[config.mk]
export PLATFORM = sky130hd
export DESIGN_NAME = ft_recovery_unit
export DESIGN_NICKNAME = d
export VERILOG_FILES = /design/src/rtl/ft_pkg.sv /design/src/rtl/ft_shadow_rf.sv /design/src/rtl/ft_recovery_unit.sv
export SDC_FILE = /design/constraint.sdc
export NUM_CORES = 2
export LEC_CHECK = 0
export CAP_MARGIN = 0
export CORE_MARGIN = 1.5
export CORE_UTILIZATION = 50
export DETAILED_ROUTE_END_ITERATION = 8
export PLACE_DENSITY = 0.64
export RECOVER_POWER = 25
export SYNTH_ARGS = -nofsm -noshare
export SYNTH_HDL_FRONTEND = slang
export SYNTH_SLANG_ARGS = --single-unit
[constraint.sdc]
create_clock -name clk_i -period 48.8 [get_ports clk_i]
set_input_delay 9.76 -clock clk_i [delete_from_list [all_inputs] [get_ports clk_i]]
set_output_delay 9.76 -clock clk_i [all_outputs]
set_load 0.05 [all_outputs]
[src/rtl/ft_pkg.sv]
// ft_pkg
// Shared definitions for the lockstep fault-recovery slice: the recovery FSM
// state type, default widths and the architectural zero register value.
package ft_pkg;

  localparam int ADDR_WIDTH_DEF = 5;
  localparam int DATA_WIDTH_DEF = 32;
  localparam int CNT_WIDTH_DEF  = 8;

  // Value that register x0 always reads as
  localparam logic [DATA_WIDTH_DEF-1:0] REG_ZERO = '0;

  typedef enum logic [1:0] {
    IDLE    = 2'd0,
    HALT    = 2'd1,
    RESTORE = 2'd2,
    JUMP    = 2'd3
  } ft_rec_state_e;

endpackage

[src/rtl/ft_shadow_rf.sv]
// ft_shadow_rf
// Shadow copy of the architectural register file, holding only values the
// lockstep comparator has validated.
// Ports:
//   clk   - clock
//   rst   - asynchronous active-high reset, clears every entry
//   we    - synchronous write enable
//   waddr - write address (writes to entry 0 are dropped)
//   wdata - write data
//   raddr - combinational read address
//   rdata - read data (entry 0 always reads as zero)
module ft_shadow_rf
  import ft_pkg::*;
#(
  parameter int ADDR_WIDTH = ADDR_WIDTH_DEF,
  parameter int DATA_WIDTH = DATA_WIDTH_DEF
) (
  input  logic                  clk,
  input  logic                  rst,
  input  logic                  we,
  input  logic [ADDR_WIDTH-1:0] waddr,
  input  logic [DATA_WIDTH-1:0] wdata,
  input  logic [ADDR_WIDTH-1:0] raddr,
  output logic [DATA_WIDTH-1:0] rdata
);

  localparam int DEPTH = 2 ** ADDR_WIDTH;

  logic [DATA_WIDTH-1:0] mem [DEPTH];

  // Entry 0 is never written, so after reset it stays zero as well
  always_ff @(posedge clk or posedge rst) begin
    if (rst) begin
      for (int i = 0; i < DEPTH; i++) begin
        mem[i] <= '0;
      end
    end else if (we && (waddr != '0)) begin
      mem[waddr] <= wdata;
    end
  end

  // x0 is masked on the read side too, so it is zero regardless of storage
  assign rdata = (raddr == '0) ? DATA_WIDTH'(REG_ZERO) : mem[raddr];

endmodule

[src/rtl/ft_recovery_unit.sv]
// ft_recovery_unit
// Recovery controller behind the lockstep write-back comparator. It mirrors
// validated register writes into a shadow file; on a comparator mismatch it
// halts both cores, replays the shadow file into both register files and
// reloads the PC of the faulting instruction.
// Ports:
//   clk_i, rst_i          - clock, asynchronous active-high reset
//   valid_instr_i         - comparator inputs belong to a retiring instruction
//   we_i, addr_i, data_i  - validated register write
//   error_i               - comparator mismatch (qualified by valid_instr_i)
//   pc_i                  - PC of the retiring instruction
//   halted_i              - both cores stalled and drained
//   halt_o                - stall request to both cores
//   recovery_o            - high in any non-IDLE state
//   rf_we_o/addr_o/data_o - restore write port into both register files
//   pc_restore_valid_o    - one-cycle PC reload pulse
//   pc_restore_o          - PC to reload
//   error_count_o         - saturating count of detected errors
module ft_recovery_unit
  import ft_pkg::*;
#(
  parameter int ADDR_WIDTH = ADDR_WIDTH_DEF,
  parameter int DATA_WIDTH = DATA_WIDTH_DEF,
  parameter int CNT_WIDTH  = CNT_WIDTH_DEF
) (
  input  logic                  clk_i,
  input  logic                  rst_i,
  input  logic                  valid_instr_i,
  input  logic                  we_i,
  input  logic [ADDR_WIDTH-1:0] addr_i,
  input  logic [DATA_WIDTH-1:0] data_i,
  input  logic                  error_i,
  input  logic [DATA_WIDTH-1:0] pc_i,
  input  logic                  halted_i,
  output logic                  halt_o,
  output logic                  recovery_o,
  output logic                  rf_we_o,
  output logic [ADDR_WIDTH-1:0] rf_addr_o,
  output logic [DATA_WIDTH-1:0] rf_data_o,
  output logic                  pc_restore_valid_o,
  output logic [DATA_WIDTH-1:0] pc_restore_o,
  output logic [CNT_WIDTH-1:0]  error_count_o
);

  ft_rec_state_e         state;
  logic [ADDR_WIDTH-1:0] idx;
  logic [DATA_WIDTH-1:0] err_pc;
  logic [CNT_WIDTH-1:0]  err_count;
  logic [DATA_WIDTH-1:0] shadow_rdata;
  logic                  in_idle;
  logic                  take_error;
  logic                  shadow_we;

  assign in_idle    = (state == IDLE);
  assign take_error = in_idle && valid_instr_i && error_i;
  // A mismatching instruction must never reach the shadow copy
  assign shadow_we  = in_idle && valid_instr_i && !error_i && we_i && (addr_i != '0);

  ft_shadow_rf #(
    .ADDR_WIDTH (ADDR_WIDTH),
    .DATA_WIDTH (DATA_WIDTH)
  ) u_shadow (
    .clk   (clk_i),
    .rst   (rst_i),
    .we    (shadow_we),
    .waddr (addr_i),
    .wdata (data_i),
    .raddr (idx),
    .rdata (shadow_rdata)
  );

  // Recovery sequencing. RESTORE walks idx from 1 up to all-ones; the wrap
  // back to 0 coincides with the move to JUMP, so x0 is never replayed.
  always_ff @(posedge clk_i or posedge rst_i) begin
    if (rst_i) begin
      state     <= IDLE;
      idx       <= '0;
      err_pc    <= '0;
      err_count <= '0;
    end else begin
      case (state)
        IDLE: begin
          if (take_error) begin
            err_pc <= pc_i;
            if (err_count != '1) begin
              err_count <= err_count + CNT_WIDTH'(1);
            end
            state <= HALT;
          end
        end
        HALT: begin
          if (halted_i) begin
            idx   <= ADDR_WIDTH'(1);
            state <= RESTORE;
          end
        end
        RESTORE: begin
          idx <= idx + ADDR_WIDTH'(1);
          if (idx == '1) begin
            state <= JUMP;
          end
        end
        JUMP: begin
          state <= IDLE;
        end
        default: begin
          state <= IDLE;
        end
      endcase
    end
  end

  // Outputs decode straight from registered state so reset clears them at once
  always_comb begin
    halt_o             = !in_idle;
    recovery_o         = !in_idle;
    rf_we_o            = (state == RESTORE);
    rf_addr_o          = '0;
    rf_data_o          = '0;
    pc_restore_valid_o = (state == JUMP);
    pc_restore_o       = '0;
    error_count_o      = err_count;
    if (state == RESTORE) begin
      rf_addr_o = idx;
      rf_data_o = shadow_rdata;
    end
    if (state == JUMP) begin
      pc_restore_o = err_pc;
    end
  end

endmodule

Word level (Yosys, flattened, before mapping)
Index checks and enable logic that the tools add are counted.
Widths: inputs -> output; s select.
{ "totals": {"register_bits": 1071, "out_inout_bits": 81, "elab_cells": 84, "inputBits": 75} }
{ "classes": {"order_cmp": 3, "n_eq_ne": 8, "add_sub_neg": 2, "reduce_logical": 17, "muxes": 16, "n_bitwise": 2} }
{ "op_table": {"columns": ["operator", "count"], "rows": [
  ["$bwmux 1024", 1],
  ["$mux 32", 6],
  ["$bmux 32 s5", 1],
  ["$demux 32 s5", 1],
  ["$ge 6x6->1 const B", 2],
  ["$not 5->6", 2],
  ["$mux 5", 2],
  ["$pmux 5 s2", 1],
  ["$add 8x1->8 const B", 1],
  ["$ne 8x8->1 const B", 1],
  ["$pmux 2 s4", 1],
  ["$logic_and 1x1->1", 7],
  ["$lt 6x1->1 const B", 1],
  ["$mux 2", 3],
  ["$reduce_and 3->1", 2],
  ["$add 5x1->5 const B", 1],
  ["$eq 5x5->1 const B", 1],
  ["$logic_not 5->1", 1],
  ["$reduce_bool 5->1", 1],
  ["$eq 2x2->1 const B", 2],
  ["$ne 2x1->1 const B", 2],
  ["$reduce_and 2->1", 2],
  ["$eq 2x1->1 const B", 1],
  ["$logic_not 1->1", 2],
  ["other kinds (3)", 3]
]} }

Longest topological paths before layout
{ "logic_depth": {"word_depth": 6, "depth_mapped": 11, "mapped_depth_nobuf": 6} }

Cells and area by module
From an unflattened synthesis, not the netlist that was laid out.
{ "unflattened": {"hier_cells": 3242, "area_unflattened_um2": 48933.2} }
{ "by_module_without_submodules": {"columns": ["module", "seq_area_each_um2", "cells_per_inst", "n_inst", "area_per_inst_um2"], "rows": [
  ["ft_shadow_rf", 25624.6, 2950, 1, 46445.8],
  ["ft_recovery_unit", 1176.1, 292, 1, 2487.4]
]} }

Least setup slack after synthesis
OpenSTA, ideal clock, no wires.
{ "synth_path": {"kind": "register -> output", "from": "register idx[0]", "to": "output rf_data_o[10]", "path_slack_ps": 36034, "arrival_time_ps": 3006, "t_required_ps": 39040, "n_path_buf": 6, "path_stages_with_launch": 12, "path_cell_list": "dfrtp_1 > buf_6 > buf_6 > buf_4 > buf_4 > inv_1 > buf_2 > ha_1 > nand2_1 > nand2_1 > clkbuf_1 > a211oi_1"} }
{ "synth_between": {"elab_chain_len": 6, "elab_cells_between_ends": 7, "cone_classes": "mux (5); bitwise (1); reduce/logical (1)"} }
{ "synth_rtl": {"columns": ["element", "line_no", "text"], "rows": [
  ["start, declared", "ft_recovery_unit.sv:46", "logic [ADDR_WIDTH-1:0] idx;"],
  ["start signal, assigned", "ft_recovery_unit.sv:98", "idx <= idx + ADDR_WIDTH'(1);"],
  ["$not 5->6 (not written as such)", "ft_shadow_rf.sv:43", "assign rdata = (raddr == '0) ? DATA_WIDTH'(REG_ZERO) : mem[raddr];"],
  ["$bmux 32 s5", "ft_shadow_rf.sv:43", null],
  ["$mux 32 (not written as such) (2 in a row)", "ft_shadow_rf.sv:43", null],
  ["$mux 32 *", "ft_shadow_rf.sv:43", null],
  ["$mux 32 *", "ft_recovery_unit.sv:123", "if (state == RESTORE) begin"],
  ["end, declared", "ft_recovery_unit.sv:39", "output logic [DATA_WIDTH-1:0] rf_data_o,"]
]} }
Mark *: on every way between the ends. The rest lies on a longest branch, timed or not. The select of a mux whose other input is x is not followed.

==> flow_metrics.tcl <==
set metrics [dict create \
    fin_ws_ns 30.49 \
    drt-initial-drc-count 1934 \
    ctsResizeCount 0 \
    synth_top_area_frac 0.551 \
    hold_end "u_shadow.mem[993]$_DFFE_PP0P_" \
    crit_required_ns 49.46 \
    final_nets 3276 \
    dp_hpwl_um 73200 \
    skew_ns 0.0239 \
    min_path_type "register to register" \
    synthArstFlopShare 1.00 \
    grt_max_degree 122 \
    relSlewSlack -2.60 \
    max_freq_mhz 54.6 \
    peakVddDrop_v 0.0000356 \
    num_vias 28000 \
    cts_buffer_depth 3 \
    synth_largest_area_cell "dfrtp_1" \
    die_x_um 315 \
    crit_type "primary input to async pin" \
    path_clk_slew_ns 0.06 \
    timing.rr.end "u_shadow.mem[84]$_DFFE_PP0P_" \
    gr-max-usage-layer "met2" \
    firstDrtPassIters 7 \
    gp_congestion 0.788 \
    startpoint_type "primary input" \
    power_density_nw_per_um2 42.3 \
    rows 114 \
    worstPathArrival_ns 18.97 \
    root_buffer "clkbuf_16" \
    final.period_utilization 0.375 \
    final_max_slew_viol_count 606 \
    cts_buffers 113 \
    met2_usage 0.430 \
    dieHeight_um 315 \
    rsz0062_at_grt "false" \
    routed_wl_um 130000 \
    netlist_top_cells_area "dfrtp_1, mux2_2, mux4_2, mux2i_1, mux2_1" \
    reg2regPathDepth 7 \
    final_common_cell "dfrtp_1" \
    hp-start "u_shadow.mem[993]$_DFFE_PP0P_" \
    min_path_cells 0 \
    gr-usage-met1 0.372 \
    hold_ws_ns 0.371 \
    detail-route-antenna-nets 0 \
    antenna_found_initial 5 \
    core_area_um2 96600 \
    synth-seq-area-share 0.551 \
    htreeDepth 3 \
    drc 0 \
    synth_area_per_cell_um2 15.2 \
    leakage_uw 0.0261 \
    gr-total-overflow 0 \
    synth_edf_count 0 \
    viasPerCell 6.15 \
    tightestPinTransition_ns 5.36 \
    synthFlopType "dfrtp_1" \
    syn-num-nets 3279 \
    clock_sinks 1071 \
    synthToLayoutAreaGrowth_pct 11.8 \
    drive_above_1_share 0.434 \
    cts_hold_buf 0 \
    synth-seq-cells 1071 \
    synth_warnings 0 \
    clk_latency_ns 0.68 \
    netlist_instances 3196 \
    io_buffers 155 \
    setup_violations 0 \
    critPathCaptureType "async pin" \
    die_area_um2 99200 \
    grt_first_pass_wirelength_um 197000 \
    drv_cap 8 \
    post-place-ws_ns 33.34 \
    r2r_setup_slack_ns 44.65 \
    hold_violations 0 \
    tns_ns 0 \
    syn_area_um2 48700 \
    start_util 0.504 \
    status "finished with violations" \
    post_cts_buffers 0 \
    use_met3 0.0447 \
    grtUsageTotal 0.265 \
    ios 156 \
    timing.rr.start "state[0]$_DFFE_PP0P_" \
    cp_max_fo 121 \
    min_period_ns 18.31 \
    grt_pass1_vias 30400 \
    layout_common_cells "dfrtp_1, mux2_2, mux4_2" \
    synthDistinctLibCells 50 \
    violations "max-capacitance violations, max-slew violations" \
    wire_per_inst_um 28.4 \
    tritoncts "done" \
]
flip-flops by register name, indices dropped and copies added, names as in the netlist:
name	cells
u_shadow.mem	1024
err_pc	32
error_count_o	8
idx	5
state	2
through the flow:
stage | cell area, um2 | instances | util | power [uW]
after floorplan | 48700 | 3196 | - | 1330
after global placement | 50800 | 4354 | 0.526 | 1460
after detailed placement | 50800 | 4354 | 0.526 | 1470
after CTS | 54500 | 4556 | 0.564 | 2320
after global routing | 54400 | 4556 | 0.564 | 2390
final | 54400 | 4557 | 0.564 | 2300
metal layers:
metal,vias up,share of wire
met5,-,0.00018
met4,4,0.024
met3,186,0.053
met2,740,0.49
met1,15300,0.44
li1,11800,-
area by class of cell:
class | count | area [um2]
Fill cell | 7616 | 42100
Sequential cell | 1071 | 26800
Multi-Input combinational cell | 1775 | 20300
Clock buffer | 178 | 3480
Timing Repair Buffer | 222 | 2060
Tap cell | 1276 | 1600
Clock inverter | 24 | 186
Inverter | 10 | 38.8
Antenna cell | 1 | 2.50
power breakdown:
group / internal (uW) / switching [uW]
clock: 495 / 351
combinational: 186 / 283
sequential: 941 / 45.9
total: 1620 / 680
logic make-up after synthesis:
logic type                 after synthesis  share of synthesized area
xor gates and xnor gates                 7                    0.00126
muxes                                 1347                      0.353
DFF                                   1071                      0.551
AOI/OAI and AO/OA                      215                     0.0342
and+or+nand+nor                        198                     0.0236
adders and majority gates                8                    0.00206
buffers and inverters                  350                     0.0355
worst max-delay path: stages:
cell and delay, ns:
dlygate4sd3_1 0.55, clkinvlp_2 3.00, clkbuf_1 2.77, buf_4 0.98, buf_4 0.84, buf_4 0.87
worst max path at each step:
stage | from | endpoint | slack (ns) | cells after the start
finish | rst_i | u_shadow.mem[1000]$_DFFE_PP0P_ | 30.49 | 6
global placement | idx[2]$_DFFE_PP0P_ | rf_data_o[21] | 33.34 | 7
CTS | idx[2]$_DFFE_PP0P_ | rf_data_o[21] | 32.58 | 7
detailed placement | idx[2]$_DFFE_PP0P_ | rf_data_o[21] | 33.34 | 7
floorplan | rst_i | err_pc[0]$_DFFE_PP0P_ | 8.89 | 1
global route | rst_i | u_shadow.mem[960]$_DFFE_PP0P_ | 28.85 | 6
cell usage after synthesis (6+ instances only):
cell type  count
o22ai_1       12
buf_6         27
a32o_1        22
nor2_8         7
a22o_1        13
a211oi_1      12
nor2_1        15
buf_1          6
nor2_2         6
a21o_1        20
mux2i_1      130
mux2_2       960
a22oi_1       92
a21oi_1       13
clkbuf_1     184
and2_1        39
nand3_1       25
dfrtp_1     1071
mux4_2       192
ha_1           8
nand2_1       70
mux2_1        65
inv_1         10
a2111oi_0     12
buf_4         23
buf_2        100
o221ai_1      12
Note: power is estimated with default switching activity, not from simulation.
